`src/rtl/div_repeated_sub.sv`:
```
// div_repeated_sub: unsigned divider by repeated subtraction, operands over one shared bus, start/done handshake
module div_repeated_sub #(
  parameter int WIDTH = 16
) (
  input  logic             clk,
  input  logic             rst,
  input  logic             start,
  input  logic [WIDTH-1:0] data_in,
  output logic             busy,
  output logic             done,
  output logic             div_by_zero,
  output logic [WIDTH-1:0] quotient,
  output logic [WIDTH-1:0] remainder
);
  typedef enum logic [1:0] {IDLE, LOAD_B, SUB, DONE} state_t;
  state_t state_q;
  logic [WIDTH-1:0] r_q, d_q, q_q, r_d;
  logic busy_q, done_q, dz_q;
  assign r_d = r_q - d_q;
  assign busy = busy_q;
  assign done = done_q;
  assign div_by_zero = dz_q;
  assign quotient = q_q;
  assign remainder = r_q;
  // Controller and datapath: one subtract-or-finish decision per edge while in SUB
  always_ff @(posedge clk or posedge rst) begin
    if (rst) begin
      state_q <= IDLE;
      r_q <= '0;
      d_q <= '0;
      q_q <= '0;
      busy_q <= 1'b0;
      done_q <= 1'b0;
      dz_q <= 1'b0;
    end else begin
      case (state_q)
        IDLE: if (start) begin
          r_q <= data_in;
          q_q <= '0;
          dz_q <= 1'b0;
          busy_q <= 1'b1;
          state_q <= LOAD_B;
        end
        LOAD_B: begin
          d_q <= data_in;
          state_q <= SUB;
        end
        SUB: if (d_q == '0) begin
          q_q <= '1;
          dz_q <= 1'b1;
          done_q <= 1'b1;
          state_q <= DONE;
        end else if (r_q >= d_q) begin
          r_q <= r_d;
          q_q <= q_q + 1'b1;
        end else begin
          done_q <= 1'b1;
          state_q <= DONE;
        end
        DONE: begin
          done_q <= 1'b0;
          busy_q <= 1'b0;
          state_q <= IDLE;
        end
        default: state_q <= IDLE;
      endcase
    end
  end
endmodule

```
`config.mk`:
```
export PLATFORM = sky130hd
export DESIGN_NAME = div_repeated_sub
export DESIGN_NICKNAME = d
export VERILOG_FILES = /design/src/rtl/div_repeated_sub.sv
export SDC_FILE = /design/constraint.sdc
export NUM_CORES = 1
export LEC_CHECK = 0
export ABC_AREA = 1
export CAP_MARGIN = 5
export CORE_UTILIZATION = 57
export CTS_BUF_LIST = sky130_fd_sc_hd__clkbuf_4
export CTS_CLUSTER_SIZE = 20
export DETAILED_ROUTE_END_ITERATION = 8
export PLACE_DENSITY = 0.91
export RECOVER_POWER = 25
export SLEW_MARGIN = 40
export SYNTH_ARGS = -nofsm -noshare
export SYNTH_HDL_FRONTEND = slang
export SYNTH_SLANG_ARGS = --single-unit
```
`constraint.sdc`:
```
create_clock -name clk -period 2.9 [get_ports clk]
set_clock_uncertainty 0.05 [all_clocks]
set_input_delay 0.87 -clock clk [delete_from_list [all_inputs] [get_ports clk]]
set_output_delay 0.87 -clock clk [all_outputs]
set_load 0.005 [all_outputs]
```
==> impl_metrics.ini, run 1 <==
[worst_setup_path]
path_cells = inv_1, ha_1, inv_1, fa_1, nand2_1, nand2_1, nand3_2, nand3_2, nand2_1, nand2_2, nand2_1, nand2_2, inv_2, nand2_1, o21ai_1
crit_path_end_kind = flip-flop
slowest_stage = dfrtp_1
crit_path_start_kind = flip-flop
critical_path_required_ns = 3.15
r2r_slack_ns = 0.44
path_delay_family = simple AND/OR/NAND/NOR gates
crit_top_cell = nand2_1
path_class = flip-flop to flip-flop
slowest_delay_ns = 0.42
cp.arrival_ns = 2.71
cp.buffers_inverters = 3
crit_path_max_fanout = 13

[drt]
drc_errors = 0
wl_um = 9970
firstDrtPassIters = 5
num_vias = 3873
drt_iter0_markers = 251
wl_per_cell_um = 14.4
post_drt_via_cell_ratio = 5.59
ant_nets = 0

[power_and_ir_drop]
seqPwrFrac_pct = 21.7
ir_drop_v = 0.000822
p_clk_share_pct = 7.8
p_sw_mw = 2.88
power.leakage_nw = 2.27
power_density_nw_per_um2 = 1230
switching_share_pct = 52.4
intPower_mw = 2.62
power.share.combinational_pct = 70.5

[finish]
nets = 656
antennaDiodeCount = 0
fill_cells = 544
layout_common_cells = 200 x nand2_1, 77 x inv_1, 53 x dfrtp_1
drive_gt1_share_pct = 5.03
area_delta_synth_final_pct = 17.7
final_cell_area_sq_um = 4480
stdcell_count = 693
final_common_cell = nand2_1

[global_routing]
antenna_found_initial = 0
grt_pass1_wl_um = 16800
grt_use_total_pct = 29.4
gr-total-overflow = 0
grt_use_met1_pct = 36.5
busiest_layer = met2
grt_max_degree = 33
met3_usage_pct = 4.06
grt_pass1_vias = 3717
met2_usage_pct = 53.3

[placed_design]
place_congestion = 0.930
dp_hpwl_um = 7590
dpl.cell_count = 685
dpl_cell_area_sq_um = 4410
io_buffers = 53

[synthesis]
ys.flop_type = dfrtp_1
postSynth.asyncResetShare_pct = 100
synth_area_sq_um = 3810
netlist_instances = 563
synth.area.top_cells = dfrtp_1 35%, nand2_1 20%, inv_1 7.6%
synth_top_area_cell = dfrtp_1
synth-edff-count = 0
ys_seq_area_share_pct = 34.8
synth_top_area_share_pct = 34.8
ys_ff_latch = 53
syn_nets = 604
ys_warn_count = 0
avgSynthCellArea_sq_um = 6.76
ys_types = 34

[cts]
insertion_delay_ns = 0.37
clock-sinks = 53
postCtsSetupRepairBufs = 0
cts_tree = done
cts-buffers-inserted = 5
post_cts_resized = 0
cts_max_level = 2
clockBufferDepth = 2
path_clk_slew_ns = 0.15
postCtsHoldBufs = 0
cts_root_buf = clkbuf_4

[outcome]
status = finished, final reports clean

[timing]
rsz0062_at_grt = false
fmax_mhz = 406
finalSetupViolCount = 0
worst_slew_pin_slew_ns = 1.30
timing.hold.ws_ns = 0.479
hold_violations = 0
slew_viol_final = 0
slew_headroom_pct = 13.4
fin_crit_sh_pct = 84.9
setup_tns_ns = 0
fin_crit_ns = 2.46

[floorplanning]
design.die.area_sq_um = 7010
die_x_um = 83.7
die_y_um = 83.7
start_util_pct = 59.6
fp-row-count = 29
io_pins = 54
core_sq_um = 6390

[hold_path]
hold_class = flip-flop to flip-flop

[job]
maxCapViolCount = 0
==> layer usage <==
layer	part of all wire [%]	up-vias
met3	4.8	16
met2	50	134
met5	0	-
li1	-	1900
met1	43	1823
met4	1.5	0
==> tightest hold or removal path, cell delays in order, from the launching register on <==
cell,delay [ns]
dfrtp_1,0.40
nand2_1,0.06
nand2_1,0.05
==> flip-flops by register name, summed over array words and instances (netlist names) <==
signal,count
remainder,16
quotient,16
div_by_zero,1
state_q,2
done,1
busy,1
d_q,16
==> logic make-up (layout without fill, tap and decap cells) <==
| kind of cell | count (synthesis) | after routing | share of synthesized area, % |
|---|---|---|---|
| and+or+nand+nor | 326 | 326 | 37.7 |
| buffers and inverters | 92 | 145 | 9.79 |
| AOI/OAI and AO/OA | 65 | 65 | 9.10 |
| DFF | 53 | 53 | 34.8 |
| adders and majority gates | 22 | 22 | 7.42 |
| xor gates and xnor gates | 5 | 5 | 1.15 |
==> cells in the mapped netlist, drive strengths merged (3+ instances only) <==
| master | n |
|---|---|
| clkbuf | 6 |
| nand3 | 54 |
| a21oi | 21 |
| and2 | 4 |
| xnor2 | 3 |
| nand4 | 12 |
| dfrtp | 53 |
| inv | 79 |
| nand2 | 209 |
| nor3 | 6 |
| o21ai | 42 |
| ha | 21 |
| buf | 7 |
| nand3b | 4 |
| nor2 | 34 |
==> path summary, 6_finish.rpt <==
kind | from | to | cells after the start
max | remainder[0] | quotient[3] | 15
min | remainder[0] | remainder[0] | 2
max reg2reg | remainder[0] | quotient[3] | 15
min reg2reg | remainder[0] | remainder[0] | 2
max in group asynchronous | rst | d_q[15] | 3
min in group asynchronous | rst | d_q[4] | 2
==> power groups by stage <==
stage                     Sequential (mW)  Combinational [mW]  Clock (mW)
after detailed placement             1.21                3.81           0
after floorplan                      1.18                2.87           0
after global placement               1.19                3.65           0
final                                1.19                3.88       0.431
after global routing                 1.22                4.33       0.464
after CTS                            1.19                3.84       0.437
==> stage by stage <==
stage	util (%)	setup slack, ns	power (mW)
2_1_floorplan	-	0.694	4.05
3_3_place_gp	69.0	0.541	4.85
3_5_place_dp	69.0	0.437	5.02
4_1_cts	70.3	0.485	5.47
5_1_grt	70.2	0.267	6.02
6_report	70.2	0.438	5.50
==> area by class of cell <==
class                           count  area [sq um]  area share (%)
Tap cell                           77          96.3            2.15
Clock buffer                        6          45.0            1.00
Timing Repair Buffer               58           577            12.9
Multi-Input combinational cell    418          2110            47.0
Inverter                           79           297            6.61
Clock inverter                      2          33.8           0.753
Sequential cell                    53          1330            29.6
Note: power is estimated with default switching activity, not from simulation.
==> run 2, diff against run 1 <==
- CORE_UTILIZATION: 57 -> 52
- PLACE_DENSITY: 0.91 -> 0.88
- clock period: 2.9 -> 2 ns (I/O delays scaled with it)
==> impl_metrics.ini, run 2 (synthesis results as in run 1) <==
[outcome]
status = finished, violations left
violations = setup timing

[timing]
hold_violations = 0
rsz0062_at_grt = true
fmax_mhz = 447
timing.hold.ws_ns = 0.491
slew_headroom_pct = 54.5
finalSetupViolCount = 35
worst_slew_pin_slew_ns = 0.682
setup_ws_ns = -0.240
fin_crit_ns = 2.24
slew_viol_final = 0
fin_crit_sh_pct = 112

[global_routing]
antenna_found_initial = 0
grt_max_degree = 27
grt_pass1_wl_um = 18400
grt_use_total_pct = 31.1
gr-total-overflow = 0
grt_pass1_vias = 4057

[worst_setup_path]
path_cells = inv_1, ha_2, inv_2, fa_2, nand2_2, nand2_2, nand3_2, nand3_2, nand2_2, nand2_4, nand2_4, nand2_8, nand2_4, nand2_1, nand2_1
r2r_end = remainder[3]
crit_path_start_kind = flip-flop
reg2reg_depth = 15
crit_path_end_kind = flip-flop
path_class = flip-flop to flip-flop
critical_path_required_ns = 2.28
crit_path_max_fanout = 8
r2r_start = remainder[0]
cp.arrival_ns = 2.52
slowest_stage = dfrtp_1
slowest_delay_ns = 0.41
r2r_slack_ns = -0.24

[floorplanning]
io_pins = 54
die_y_um = 87.6
start_util_pct = 54.8
die_x_um = 87.6
design.die.area_sq_um = 7670
core_sq_um = 6940
fp-row-count = 30

[finish]
antennaDiodeCount = 0
area_delta_synth_final_pct = 36.7
fin_util_pct = 75.0
stdcell_count = 776
nets = 720
drive_gt1_share_pct = 19.3
fill_cells = 464
final_common_cell = nand2_1
layout_common_cells = 190 x nand2_1, 75 x inv_1, 62 x buf_4

[drt]
met2_wirelength_um = 5970
highest_layer = met4
wl_um = 12500
drt_iter0_markers = 598
wl_met3_um = 977
post_drt_via_cell_ratio = 5.70
ant_nets = 0
wl_met1_um = 4910
firstDrtPassIters = 5
num_vias = 4423
drc_errors = 0
wl_per_cell_um = 16.1

[cts]
postCtsHoldBufs = 0
clock-sinks = 53
path_clk_slew_ns = 0.15
clockBufferDepth = 2
cts-buffers-inserted = 5
cts_root_buf = clkbuf_4
cts_tree = done
insertion_delay_ns = 0.40
cts_max_level = 2

[placed_design]
dp_hpwl_um = 8120
io_buffers = 53
dpl.cell_count = 747
place_congestion = 0.909
place_ws_ns = -0.0946

[power_and_ir_drop]
power_density_nw_per_um2 = 1910
power.leakage_nw = 2.84
ir_drop_v = 0.00108

[hold_path]
holdPathStages = 2
hold_start = remainder[15]
hold_class = flip-flop to flip-flop
holdPathEnd = remainder[15]

[job]
maxCapViolCount = 0
-- run 2: cell types whose count changed in the layout (fill, tap and decap cells not counted), sizes merged --
cell and change:
clkinvlp +1, buf +62, dlymetal6s2s +13, nand2 +1
clkdlybuf4s50 -25, dlygate4sd2 +12
-- run 2: critical path: cells and delay by family, from the launching register on --
| kind | cells | cell delay [ns] |
|---|---|---|
| flops | 1 | 0.41 |
| simple gates | 11 | 1.07 |
| fa+ha+maj | 2 | 0.53 |
| buf+inv | 2 | 0.11 |
-- run 2: stage by stage --
stage	cell area (sq um)	total power, mW	setup TNS (ns)
finish	5200	9.92	-5.90
global placement	4810	8.09	0
CTS	5000	9.15	-1.68
detailed placement	4810	8.35	-1.81
global route	5200	10.6	-8.98
floorplan	3810	5.90	-0.210
-- run 2: report_power, final --
| part | internal [mW] | leakage, nW | total, mW | switching (mW) |
|---|---|---|---|---|
| clock | 0.259 | 0.0389 | 0.628 | 0.369 |
| sequential | 1.48 | 0.671 | 1.73 | 0.252 |
| combinational | 3.10 | 2.13 | 7.56 | 4.46 |
| total | 4.84 | 2.84 | 9.92 | 5.08 |
-- run 2: per-layer routing --
metal	GRT usage, %	vias up
met2	53.3	270
met5	0	-
met4	14.2	0
met1	38.9	2051
li1	-	2026
met3	4.43	76
-- run 2: area by class of cell --
| class | count | area, sq um | share of cell area [%] |
|---|---|---|---|
| clock inverter | 3 | 41.3 | 0.793 |
| clock buffer | 5 | 37.5 | 0.721 |
| timing repair buffer | 121 | 1090 | 21.0 |
| inverter | 79 | 299 | 5.75 |
| sequential | 53 | 1330 | 25.6 |
| tap | 96 | 120 | 2.31 |
| multi-input combinational | 419 | 2280 | 43.8 |
-- run 2: worst max path at each step --
stage / slack (ns) / start / depth (start not counted) / end
after floorplan: -0.02 / remainder[0] / 16 / remainder[1]
after global placement: 0.004 / start / 7 / quotient[2]
after detailed placement: -0.09 / remainder[0] / 15 / quotient[13]
after CTS: -0.09 / remainder[0] / 15 / remainder[8]
after global routing: -0.35 / remainder[0] / 14 / remainder[8]
final: -0.24 / remainder[0] / 15 / remainder[3]
-- run 2: repair_timing --
action / CTS / global route
cloned: 0 / 1
resized for setup: 27 / 38
setup buffers: 9 / 11
endpoints found under the setup margin: 53 / 52
pin swaps: 2 / 16
==> run 3, diff against run 2 <==
- RECOVER_POWER: 25 -> unset
==> impl_metrics.ini, run 3 (synthesis results as in run 1) <==
[finish]
antennaDiodeCount = 0
nets = 720
area_delta_synth_final_pct = 37.5
stdcell_count = 776
fill_cells = 460
fin_util_pct = 75.4
drive_gt1_share_pct = 19.4
final_common_cell = nand2_1
layout_common_cells = 190 x nand2_1, 74 x inv_1, 62 x buf_4

[power_and_ir_drop]
switching_share_pct = 51.3
ir_drop_v = 0.00108
power.share.combinational_pct = 76.3
p_clk_share_pct = 6.3
power_density_nw_per_um2 = 1900
p_sw_mw = 5.11
power.leakage_nw = 2.85
seqPwrFrac_pct = 17.4
intPower_mw = 4.85

[floorplanning]
fp-row-count = 30
die_x_um = 87.6
start_util_pct = 54.8
design.die.area_sq_um = 7670
die_y_um = 87.6
io_pins = 54
core_sq_um = 6940

[worst_setup_path]
path_class = flip-flop to flip-flop
crit_path_start_kind = flip-flop
crit_path_max_fanout = 2
cp.arrival_ns = 2.53
crit_path_end_kind = flip-flop
critical_path_required_ns = 2.24

[timing]
rsz0062_at_grt = true
slew_viol_final = 0
finalSetupViolCount = 35
fin_crit_sh_pct = 115
hold_violations = 0
worst_slew_pin_slew_ns = 0.702
fmax_mhz = 436
setup_ws_ns = -0.291
slew_headroom_pct = 53.2
fin_crit_ns = 2.29

[cts]
clockBufferDepth = 2
cts_max_level = 2
cts_root_buf = clkbuf_4
path_clk_slew_ns = 0.16
clock-sinks = 53
cts_tree = done
postCtsHoldBufs = 0
insertion_delay_ns = 0.39
cts-buffers-inserted = 5

[drt]
wl_um = 12500
post_drt_via_cell_ratio = 5.72
drt_iter0_markers = 635
wl_per_cell_um = 16.2
ant_nets = 0
firstDrtPassIters = 5
drc_errors = 0
num_vias = 4442

[job]
maxCapViolCount = 0

[placed_design]
dpl.cell_count = 747
place_congestion = 0.909
dp_hpwl_um = 8120
io_buffers = 53

[outcome]
violations = setup timing
status = finished, violations left

[global_routing]
grt_use_total_pct = 31.1
grt_max_degree = 27
antenna_found_initial = 0
grt_pass1_vias = 4057
gr-total-overflow = 0
grt_pass1_wl_um = 18400

[hold_path]
hold_class = primary input to async pin
run 3: worst paths after layout:
check / startpoint / endpoint / slack (ns) / cells after the start
max: remainder[0] / remainder[8] / -0.29 / 14
min: rst / busy / 0.41 / 2
max reg2reg: remainder[0] / remainder[8] / -0.29 / 14
min reg2reg: busy / busy / 0.49 / 2
max in group asynchronous: rst / quotient[11] / 1.04 / 3
min in group clk: busy / busy / 0.49 / 2
run 3: final cells by class:
cell class | count | area [sq um] | share of cell area, %
sequential | 53 | 1330 | 25.5
clock buffer | 5 | 37.5 | 0.717
tap | 96 | 120 | 2.29
multi-input combinational | 419 | 2280 | 43.5
timing repair buffer | 121 | 1120 | 21.5
clock inverter | 3 | 41.3 | 0.789
inverter | 79 | 299 | 5.71
run 3: routing by layer:
layer	global-route usage, %	wire (um)	share of wire (%)	up-vias
met3	4.43	1060	8.5	81
li1	-	-	-	2030
met4	14.2	659	5.3	0
met2	53.3	5960	48	306
met5	0	0	0	-
met1	38.9	4850	39	2025
run 3: timing repair:
action	CTS	global route
setup buffers	9	11
endpoints found under the setup margin	53	52
cloned	0	1
resized for setup	27	38
pin swaps	2	16
run 3: metrics by stage:
stage / TNS, ns / area (sq um) / setup slack (ns) / hold WS (ns) / total power [mW]
3_3_place_gp: 0 / 4810 / 0.00422 / 0.443 / 8.09
3_5_place_dp: -1.81 / 4810 / -0.0946 / 0.455 / 8.35
6_report: -6.64 / 5240 / -0.291 / 0.411 / 9.96
2_1_floorplan: -0.210 / 3810 / -0.0245 / 0.426 / 5.90
5_1_grt: -8.98 / 5240 / -0.354 / 0.439 / 10.7
4_1_cts: -1.68 / 5000 / -0.0861 / 0.413 / 9.15
run 3: worst max-delay path: stages (launching register included):
cell     delay (ns)
dfrtp_1        0.42
inv_1          0.08
ha_2           0.17
inv_2          0.04
fa_2           0.36
nand2_2        0.10
nand2_2        0.07
nand3_2        0.09
buf_4          0.11
buf_4          0.10
nand2_1        0.07
a21oi_1        0.25
a21oi_1        0.13
nand3_2        0.08
nand2_1        0.07
run 3: power groups by stage:
stage                     clock (mW)  sequential [mW]  combinational, mW
final                          0.627             1.73               7.60
after floorplan                    0             1.71               4.19
after detailed placement           0             1.72               6.62
after global placement             0             1.71               6.38
after global routing           0.668             1.76               8.23
after CTS                      0.632             1.70               6.81
